File: src/rtl/internet_tx_frag.sv
// ============================================================================
//  Module   : internet_tx_frag
//  Purpose  : IPv4 transmit layer. Builds a 20-byte header (no options),
//             copies the transport payload from a source RAM region into the
//             Ethernet frame buffer and fragments datagrams larger than
//             FRAG_BYTES using the MF flag and fragment offset field.
//  Ports    : clk/reset            - clock, synchronous active-high reset
//             sendDatagram ...     - request plus size/destination/protocol/DF
//             rdRAM/rdAddr/rdData/rdComplete - payload source read port
//             wrRAM/wrAddr/wrData/wrComplete - frame buffer write port
//             sendFrame/frameSize/frameSent  - hand-off to Ethernet TX
//             datagramSent/datagramError     - completion / rejection pulses
//             ARPIP                - latched destination for ARP lookup
//  Config   : IP_TX_DF_EN - when defined, dontFragment drives the DF bit and
//             oversize DF datagrams are rejected; otherwise DF is always 0.
//  Revision : 1.0 - initial release
// ============================================================================
`default_nettype none
`timescale 1ns/1ps

module internet_tx_frag #(
  parameter logic [31:0] DEVICE_IP  = 32'h0a0105dd,
  parameter logic [7:0]  TTL        = 8'h40,
  parameter int unsigned FRAG_BYTES = 1480,
  parameter int unsigned ADDR_W     = 11,
  parameter int unsigned SRC_BASE   = 0,
  parameter int unsigned HDR_BASE   = 14
) (
  input  logic              clk,
  input  logic              reset,
  input  logic              sendDatagram,
  input  logic [15:0]       datagramSize,
  input  logic [31:0]       destinationIP,
  input  logic [7:0]        protocol,
  input  logic              dontFragment,
  output logic              rdRAM,
  output logic [ADDR_W-1:0] rdAddr,
  input  logic [7:0]        rdData,
  input  logic              rdComplete,
  output logic              wrRAM,
  output logic [ADDR_W-1:0] wrAddr,
  output logic [7:0]        wrData,
  input  logic              wrComplete,
  output logic              sendFrame,
  output logic [10:0]       frameSize,
  input  logic              frameSent,
  output logic              datagramSent,
  output logic              datagramError,
  output logic [31:0]       ARPIP
);

  localparam logic [15:0]       c_fragBytes = 16'(FRAG_BYTES);
  localparam logic [15:0]       c_maxSize   = 16'd65515;
  localparam logic [ADDR_W-1:0] c_srcBase   = ADDR_W'(SRC_BASE);
  localparam logic [ADDR_W-1:0] c_hdrBase   = ADDR_W'(HDR_BASE);
  localparam logic [ADDR_W-1:0] c_payBase   = ADDR_W'(HDR_BASE + 20);

  typedef enum logic [3:0] {
    S_IDLE, S_HDR_SET, S_HDR_WR, S_CKS_HI, S_CKS_LO, S_RD, S_WR, S_SEND, S_NEXT
  } state_t;

  state_t      r_state;
  logic [15:0] r_remaining;
  logic [15:0] r_offset;      // byte offset of current fragment
  logic [10:0] r_fragLen;
  logic        r_mf;
  logic        r_df;
  logic [15:0] r_iden;
  logic [15:0] r_idCnt;
  logic [7:0]  r_proto;
  logic [31:0] r_destIp;
  logic [4:0]  r_hdrIdx;
  logic [10:0] r_byteIdx;
  logic [7:0]  r_data;
  logic [15:0] r_cks;
  logic        r_datagramSent;
  logic        r_datagramError;

  logic        w_dfReq;
  logic        w_dfReject;
  logic [15:0] w_totLen;
  logic [7:0]  w_hdrByte;
  logic [15:0] w_word;
  logic [16:0] w_sum;
  logic [15:0] w_cksNext;
  logic        w_wrState;

`ifdef IP_TX_DF_EN
  assign w_dfReq    = dontFragment;
  assign w_dfReject = dontFragment && (datagramSize > c_fragBytes);
`else
  logic w_unused;
  assign w_dfReq    = 1'b0;
  assign w_dfReject = 1'b0;
  assign w_unused   = dontFragment;
`endif

  assign w_totLen = 16'd20 + {5'd0, r_fragLen};

  always_comb begin
    w_hdrByte = 8'h00;
    case (r_hdrIdx)
      5'd0:  w_hdrByte = 8'h45;
      5'd2:  w_hdrByte = w_totLen[15:8];
      5'd3:  w_hdrByte = w_totLen[7:0];
      5'd4:  w_hdrByte = r_iden[15:8];
      5'd5:  w_hdrByte = r_iden[7:0];
      5'd6:  w_hdrByte = {1'b0, r_df, r_mf, r_offset[15:11]};
      5'd7:  w_hdrByte = r_offset[10:3];
      5'd8:  w_hdrByte = TTL;
      5'd9:  w_hdrByte = r_proto;
      5'd12: w_hdrByte = DEVICE_IP[31:24];
      5'd13: w_hdrByte = DEVICE_IP[23:16];
      5'd14: w_hdrByte = DEVICE_IP[15:8];
      5'd15: w_hdrByte = DEVICE_IP[7:0];
      5'd16: w_hdrByte = r_destIp[31:24];
      5'd17: w_hdrByte = r_destIp[23:16];
      5'd18: w_hdrByte = r_destIp[15:8];
      5'd19: w_hdrByte = r_destIp[7:0];
      default: w_hdrByte = 8'h00;
    endcase
  end

  // Even header bytes are the high half of a 16-bit word; adding each byte
  // in its lane with end-around carry equals the one's-complement word sum.
  assign w_word    = r_hdrIdx[0] ? {8'h00, w_hdrByte} : {w_hdrByte, 8'h00};
  assign w_sum     = {1'b0, r_cks} + {1'b0, w_word};
  assign w_cksNext = w_sum[15:0] + {15'd0, w_sum[16]};

  assign w_wrState = (r_state == S_HDR_WR) || (r_state == S_CKS_HI) ||
                     (r_state == S_CKS_LO) || (r_state == S_WR);

  // Requests drop combinationally on the acknowledge cycle and on reset.
  assign wrRAM = w_wrState && !wrComplete && !reset;
  assign rdRAM = (r_state == S_RD) && !rdComplete && !reset;

  always_comb begin
    wrAddr = '0;
    wrData = 8'h00;
    case (r_state)
      S_HDR_WR: begin
        wrAddr = c_hdrBase + ADDR_W'(r_hdrIdx);
        wrData = w_hdrByte;
      end
      S_CKS_HI: begin
        wrAddr = c_hdrBase + ADDR_W'(10);
        wrData = ~r_cks[15:8];
      end
      S_CKS_LO: begin
        wrAddr = c_hdrBase + ADDR_W'(11);
        wrData = ~r_cks[7:0];
      end
      S_WR: begin
        wrAddr = c_payBase + ADDR_W'(r_byteIdx);
        wrData = r_data;
      end
      default: ;
    endcase
  end

  assign rdAddr = (r_state == S_RD) ?
                  (c_srcBase + ADDR_W'(r_offset) + ADDR_W'(r_byteIdx)) : '0;

  assign sendFrame     = (r_state == S_SEND);
  assign frameSize     = (r_state == S_SEND) ? (r_fragLen + 11'd20) : 11'd0;
  assign datagramSent  = r_datagramSent;
  assign datagramError = r_datagramError;
  assign ARPIP         = r_destIp;

  always_ff @(posedge clk) begin
    if (reset) begin
      r_state         <= S_IDLE;
      r_remaining     <= '0;
      r_offset        <= '0;
      r_fragLen       <= '0;
      r_mf            <= 1'b0;
      r_df            <= 1'b0;
      r_iden          <= '0;
      r_idCnt         <= '0;
      r_proto         <= '0;
      r_destIp        <= '0;
      r_hdrIdx        <= '0;
      r_byteIdx       <= '0;
      r_data          <= '0;
      r_cks           <= '0;
      r_datagramSent  <= 1'b0;
      r_datagramError <= 1'b0;
    end else begin
      r_datagramSent  <= 1'b0;
      r_datagramError <= 1'b0;
      case (r_state)
        S_IDLE: begin
          if (sendDatagram) begin
            if ((datagramSize > c_maxSize) || w_dfReject) begin
              r_datagramError <= 1'b1;
            end else begin
              r_remaining <= datagramSize;
              r_destIp    <= destinationIP;
              r_proto     <= protocol;
              r_df        <= w_dfReq;
              r_offset    <= '0;
              r_iden      <= r_idCnt;
              r_idCnt     <= r_idCnt + 16'd1;
              r_state     <= S_HDR_SET;
            end
          end
        end
        S_HDR_SET: begin
          if (r_remaining > c_fragBytes) begin
            r_fragLen <= c_fragBytes[10:0];
            r_mf      <= 1'b1;
          end else begin
            r_fragLen <= r_remaining[10:0];
            r_mf      <= 1'b0;
          end
          r_cks     <= '0;
          r_hdrIdx  <= '0;
          r_byteIdx <= '0;
          r_state   <= S_HDR_WR;
        end
        S_HDR_WR: begin
          if (wrComplete) begin
            r_cks <= w_cksNext;
            if (r_hdrIdx == 5'd19) r_state  <= S_CKS_HI;
            else                   r_hdrIdx <= r_hdrIdx + 5'd1;
          end
        end
        S_CKS_HI: begin
          if (wrComplete) r_state <= S_CKS_LO;
        end
        S_CKS_LO: begin
          if (wrComplete) r_state <= (r_fragLen == 11'd0) ? S_SEND : S_RD;
        end
        S_RD: begin
          if (rdComplete) begin
            r_data  <= rdData;
            r_state <= S_WR;
          end
        end
        S_WR: begin
          if (wrComplete) begin
            if (r_byteIdx == (r_fragLen - 11'd1)) begin
              r_state <= S_SEND;
            end else begin
              r_byteIdx <= r_byteIdx + 11'd1;
              r_state   <= S_RD;
            end
          end
        end
        S_SEND: begin
          if (frameSent) r_state <= S_NEXT;
        end
        S_NEXT: begin
          r_offset    <= r_offset + {5'd0, r_fragLen};
          r_remaining <= r_remaining - {5'd0, r_fragLen};
          if (r_remaining == {5'd0, r_fragLen}) begin
            r_datagramSent <= 1'b1;
            r_state        <= S_IDLE;
          end else begin
            r_state <= S_HDR_SET;
          end
        end
        default: r_state <= S_IDLE;
      endcase
    end
  end

endmodule

`default_nettype wire

File: config.mk
export PLATFORM = sky130hd
export DESIGN_NAME = internet_tx_frag
export DESIGN_NICKNAME = d
export VERILOG_FILES = /design/src/rtl/internet_tx_frag.sv
export SDC_FILE = /design/constraint.sdc
export NUM_CORES = 1
export LEC_CHECK = 0
export ABC_AREA = 1
export BUFFER_PORTS_ARGS = -buffer_cell sky130_fd_sc_hd__buf_4
export CAP_MARGIN = 15
export CORE_UTILIZATION = 58
export CTS_BUF_LIST = sky130_fd_sc_hd__clkbuf_2
export CTS_CLUSTER_SIZE = 28
export DETAILED_ROUTE_END_ITERATION = 12
export HOLD_SLACK_MARGIN = 0.06
export PLACE_DENSITY = 0.89
export SLEW_MARGIN = 20
export SYNTH_ARGS = -nofsm -noshare
export SYNTH_HDL_FRONTEND = slang
export SYNTH_SLANG_ARGS = --single-unit
File: constraint.sdc
create_clock -name clk -period 5 [get_ports clk]
set_clock_uncertainty 0.2 [all_clocks]
set_input_delay 0.75 -clock clk [delete_from_list [all_inputs] [get_ports clk]]
set_output_delay 0.75 -clock clk [all_outputs]
set_load 0.05 [all_outputs]
-- After elaboration in Yosys (flattened, before gate mapping)
Cells that the tools add are included.
- register bits: 162
- input bits: 71
- logic and storage cells: 135
- $add $sub $neg: 13
- magnitude comparators: 2
- equal/unequal tests: 37
- mux-type cells: 37
- bitwise gates (word level): 6
- reductions and logical operators: 25
- operator list (cell ; number):
    case mux 8 bit (17 select lines) ; 1
    2-to-1 mux 16 bit ; 6
    case mux 16 bit (2 select lines) ; 3
    2-to-1 mux 11 bit ; 5
    case mux 11 bit (4 select lines) ; 1
    2-to-1 mux 4 bit ; 9
    case mux 4 bit (9 select lines) ; 1
    case mux 8 bit (4 select lines) ; 1
    == test 5 x 4 -> 1 bit, second input constant ; 6
    case mux 11 bit (2 select lines) ; 1
    == test 5 x 3 -> 1 bit, second input constant ; 4
    == test 5 bit, second input constant ; 4
    inequality test 2 bit, second input constant ; 9
    adder 16 x 16 -> 17 bit ; 1
    adder 16 x 1 -> 16 bit ; 1
    adder 16 x 1 -> 16 bit, second input constant ; 1
    adder 16 x 11 -> 16 bit ; 1
    == test 16 x 11 -> 1 bit ; 1
    == test 4 x 3 -> 1 bit, second input constant ; 4
    greater-than comparator 16 x 11 -> 1 bit, second input constant ; 1
    greater-than comparator 16 bit, second input constant ; 1
    inverter 8 bit ; 2
    subtractor 16 x 11 -> 16 bit ; 1
    adder 5 x 11 -> 12 bit, first input constant ; 1
    30 further kinds ; 54

-- Depth between registers and ports, before layout
- word-level depth: 7
- mapped depth: 31
- gate-level depth less buffers: 30

-- Worst setup path after synthesis
Ideal clock, no wire load.
- kind: reg2reg
- from: register r_hdrIdx[0]
- to: register r_cks[14]
- data arrival time: 3.957 ns
- slack: 0.711 ns
- stages on the path, launching flop included: 29
- path buffers: 1
- cell sequence: dfxtp_1 clkbuf_1 inv_2 ha_1 nand2_1 nor2_1 nand2_1 o211ai_1 a21oi_1 nand2_1 nor4_2 nor2_1 ha_1 nand2_1 nor2_1 nand2_1 nand3_1 nand2_1 nand2_1 a21oi_1 o21bai_1 ha_1 nand3_2 nor2_4 nand3_1 nor3_2 nand3_1 nand3_1 a21oi_1
- longest elaborated chain between the ends: 7
- elaborated cells on any way between the ends: 23
- RTL lines (what ; line ; text):
    start: declaration ; 72 ; logic [4:0] r_hdrIdx;
    start signal: assignment ; 225 ; else r_hdrIdx <= r_hdrIdx + 5'd1;
    == test 5 bit (tied with other cells) ; 102 ; case (r_hdrIdx)
    case mux 8 bit (17 select lines) ; 102 ;
    2-to-1 mux 16 bit (*) ; 126 ; assign w_word = r_hdrIdx[0] ? {8'h00, w_hdrByte} : {w_hdrByte, 8'h00};
    adder 16 x 16 -> 17 bit (*) ; 127 ; assign w_sum = {1'b0, r_cks} + {1'b0, w_word};
    adder 16 x 1 -> 16 bit (*) ; 128 ; assign w_cksNext = w_sum[15:0] + {15'd0, w_sum[16]};
    2-to-1 mux 16 bit (*) ; 222 ; if (wrComplete) begin
    case mux 16 bit (2 select lines) (*) ; 191 ; case (r_state)
    end signal: assignment ; 223 ; r_cks <= w_cksNext;
    end: declaration ; 75 ; logic [15:0] r_cks;
Mark *: on every way between the ends. The rest lies on a longest branch, timed or not. The select of a mux whose other input is x is not followed.
A chain may end at the register's enable or synchronous reset.

-- Final worst setup path
- from: register r_hdrIdx[1]
- to: register r_cks[11]
- longest elaborated chain between the ends: 7
- elaborated cells on any way between the ends: 23
- RTL lines (what ; line):
    == test 5 bit (tied with other cells) ; 102
    case mux 8 bit (17 select lines) (*) ; 102
    2-to-1 mux 16 bit (*) ; 126
    adder 16 x 16 -> 17 bit (*) ; 127
    adder 16 x 1 -> 16 bit (*) ; 128
    2-to-1 mux 16 bit (*) ; 222
    case mux 16 bit (2 select lines) (*) ; 191
Marks and branches as above.

==> run_results.csv <==
group,metric,value,unit
finish,layout_common_cells,"nand2_1 (381), nor2_1 (215), inv_1 (210)",
drt,routed-wl-met3,4130,um
flow_run,drv_cap,0,
global_routing,grt_pass1_vias,12000,
global_routing,antenna_found_initial,1,
critical_path,r2r_start,"r_hdrIdx[1]",
drt,drtPass1Iterations,9,
critical_path,critPathLaunch,"r_hdrIdx[1]",
timing,drv_slew,0,
finish,nFillCells,1519,
clock_network,cts_tree,"built",
logic_synthesis,ys_async_sr_fraction,0,%
clock_network,cts_max_level,4,
logic_synthesis,netlist.area_leader.share,28.8,%
timing,worst_pin_slew,0.896,ns
critical_path,worstSetupEndpoint,"r_cks[11]",
critical_path,rr_endpoint,"r_cks[11]",
clock_network,clk_path_buf_depth,2,
logic_synthesis,yosys.area.top_type,"dfxtp_1",
global_routing,grt_pass1_wl,60800,um
finish,drive_above_1_share,14.2,%
logic_synthesis,syn_nets,1893,
floorplanning,initial_core_util,59.8,%
place,dp_hpwl,27600,um
critical_path,cpPeakStageDelay,0.45,ns
finish,final_common_cell,"nand2_1",
critical_path,worstPathRequired,5.51,ns
critical_path,startpoint_type,"register",
logic_synthesis,ys_types,55,
timing,fin_tns_setup,0,ns
logic_synthesis,synth_edf_count,0,
critical_path,crit_type,"register to register",
floorplanning,dieArea,0.0200,mm2
worst_hold_path,worst_hold_path_type,"primary input to register",
logic_synthesis,syn_inst,1754,
timing,max_slew_margin,40.3,%
logic_synthesis,synth_area_leaders,"dfxtp_1 (29%), nand2_1 (13%), a21oi_1 (8.0%)",
floorplanning,ios,149,
critical_path,slowest_stage,"dfxtp_4",
drt,dr.first_iter.drc_count,1386,
place,portBuffers,147,
drt,met2_length,17900,um
logic_synthesis,synthFlopType,"dfxtp_1",
floorplanning,core_area,0.0188,mm2
logic_synthesis,yosys_warnings,0,
clock_network,clock_latency,0.80,ns
finish,area_growth,21.6,%
place,finalWeightedCongestion,0.968,
drt,routed_wl,38800,um
drt,ant_nets,0,
global_routing,grt.overflow.total,0,
timing,hold_violations,0,
drt,met1_length,15000,um
timing,min_period,4.74,ns
critical_path,reg2regPathDepth,29,
clock_network,cts_root_buffer,"clkbuf_2",
logic_synthesis,syn-cell-area,0.0113,mm2
timing,holdWs,0.105,ns
critical_path,ff2ff_setup_slack,0.26,ns
logic_synthesis,ys_seq_elements,162,
floorplanning,die_y,141,um
clock_network,cts_sinks,162,
drt,highest_layer,"met4",
critical_path,critPathArrivalTime,5.25,ns
logic_synthesis,synth.avg_cell_area,6.42,um2
drt,wl_per_cell,17.3,um
floorplanning,row_count,50,
drt,num_vias,13300,
timing,fmax,0.211,GHz
critical_path,path_common_cell,"nand2_1",
finish,fin_nets,2108,
timing,period_share,94.8,%
timing,setup_viol,0,
critical_path,cp_max_fo,8,
power_and_ir_drop,worst_ir_drop_vdd,0.434,mV
clock_network,clkSlewWorstSetupHoldPaths,0.27,ns
outcome,status,"finished, final reports clean",
drt,drc_errors,0,
clock_network,post_cts_buffers,0,
global_routing,track_usage,38.6,%
power_and_ir_drop,leakagePower,6.18,nW
power_and_ir_drop,p_per_area,384,mW/mm2
global_routing,grt_start_max_net_pins,77,
critical_path,crit_path_end_kind,"register",
logic_synthesis,seq_area_frac_synth,28.8,%
clock_network,cts_buffers,17,
drt,vias_per_cell,5.92,
floorplanning,dieWidth,141,um
power_and_ir_drop,p_total,5.25,mW
## power breakdown
group	leakage, nW	switching [mW]	total (mW)	internal (mW)
Combinational	4.71	1.96	2.80	0.838
Clock	0.137	0.563	0.726	0.163
Sequential	1.32	0.216	1.72	1.50
Total	6.18	2.74	5.25	2.50
## registers in the layout, indices dropped and copies added, names as in the netlist
register       count
r_iden            16
r_idCnt           16
r_remaining       16
r_byteIdx         11
r_proto            8
ARPIP             32
r_hdrIdx           5
r_data             8
r_state            4
r_cks             16
r_offset          16
datagramSent       1
r_mf               1
datagramError      1
r_fragLen         11
## cells by family after synthesis
family,Yosys count,share of synthesized area [%]
buffers and inverters,273,9.30
and+or+nand+nor,817,31.3
DFF,162,28.8
AOI/OAI and AO/OA,394,19.6
xor gates and xnor gates,40,3.18
adders and majority gates,68,7.83
## cells in the mapped netlist (6+ instances only)
| library cell | number |
|---|---|
| o21ai_0 | 131 |
| xnor2_1 | 12 |
| o22ai_1 | 11 |
| nand4_1 | 35 |
| nor3_1 | 28 |
| nor2_1 | 217 |
| xor2_1 | 27 |
| o211ai_1 | 6 |
| nor2_2 | 8 |
| nand2_2 | 7 |
| ha_1 | 64 |
| or2_2 | 13 |
| a31oi_1 | 6 |
| nand3b_1 | 7 |
| clkbuf_1 | 40 |
| inv_1 | 212 |
| a21oi_1 | 179 |
| a211oi_1 | 7 |
| dfxtp_1 | 162 |
| buf_2 | 10 |
| a221oi_1 | 10 |
| inv_2 | 8 |
| nand3_1 | 98 |
| nand2_1 | 381 |
| o2111ai_1 | 9 |
## timing repair
item | in CTS | in global routing
gates resized for setup | 0 | 21
setup endpoints to repair | 0 | 10
hold endpoints to repair | 59 | 1
hold buffers | 64 | 1
## worst min-delay path by stage
stage,start,end,slack (ns),depth (start not counted)
after floorplan,r_data[4],r_data[4],0.23,2
after global placement,r_offset[14],r_offset[14],0.24,2
after detailed placement,r_offset[14],r_offset[14],0.25,2
after CTS,destinationIP[25],ARPIP[25],0.06,3
after global routing,datagramSize[9],r_remaining[9],0.1,5
final,datagramSize[9],r_remaining[9],0.10,5
## final cells by class
cell class | instances | area [um2] | share of cell area (%)
antenna | 1 | 2.50 | 0.0183
clock buffer | 18 | 90.1 | 0.659
clock inverter | 14 | 138 | 1.01
inverter | 221 | 830 | 6.06
multi-input combinational | 1319 | 7010 | 51.3
sequential | 162 | 3260 | 23.8
tap | 260 | 325 | 2.38
timing repair buffer | 248 | 2020 | 14.8
## critical path: cells and delay by family (launching register included)
family / cells / cell delay [ns]
AND/OR/NAND/NOR: 17 / 1.92
buffers and inverters: 4 / 0.45
flip-flops: 1 / 0.45
AO/OA/AOI/OAI: 5 / 0.82
adder cells (fa/ha/maj): 3 / 0.80
## through the flow
| stage | area, um2 | cells | setup slack [ns] | utilization (%) |
|---|---|---|---|---|
| after detailed placement | 12700 | 2145 | 0.148 | 67.6 |
| after CTS | 13600 | 2241 | 0.0729 | 72.2 |
| after global placement | 12700 | 2145 | 0.260 | 67.6 |
| after global routing | 13700 | 2243 | -0.0636 | 72.6 |
| after floorplan | 11300 | 1754 | 0.711 | - |
| final | 13700 | 2243 | 0.262 | 72.6 |
## routing by layer
layer,vias up,global-route usage (%)
met4,0,17.6
met3,168,6.21
met5,-,0
met2,847,63.3
li1,6267,-
met1,5997,49.8
No activity file was read; power rests on OpenSTA's default activity.
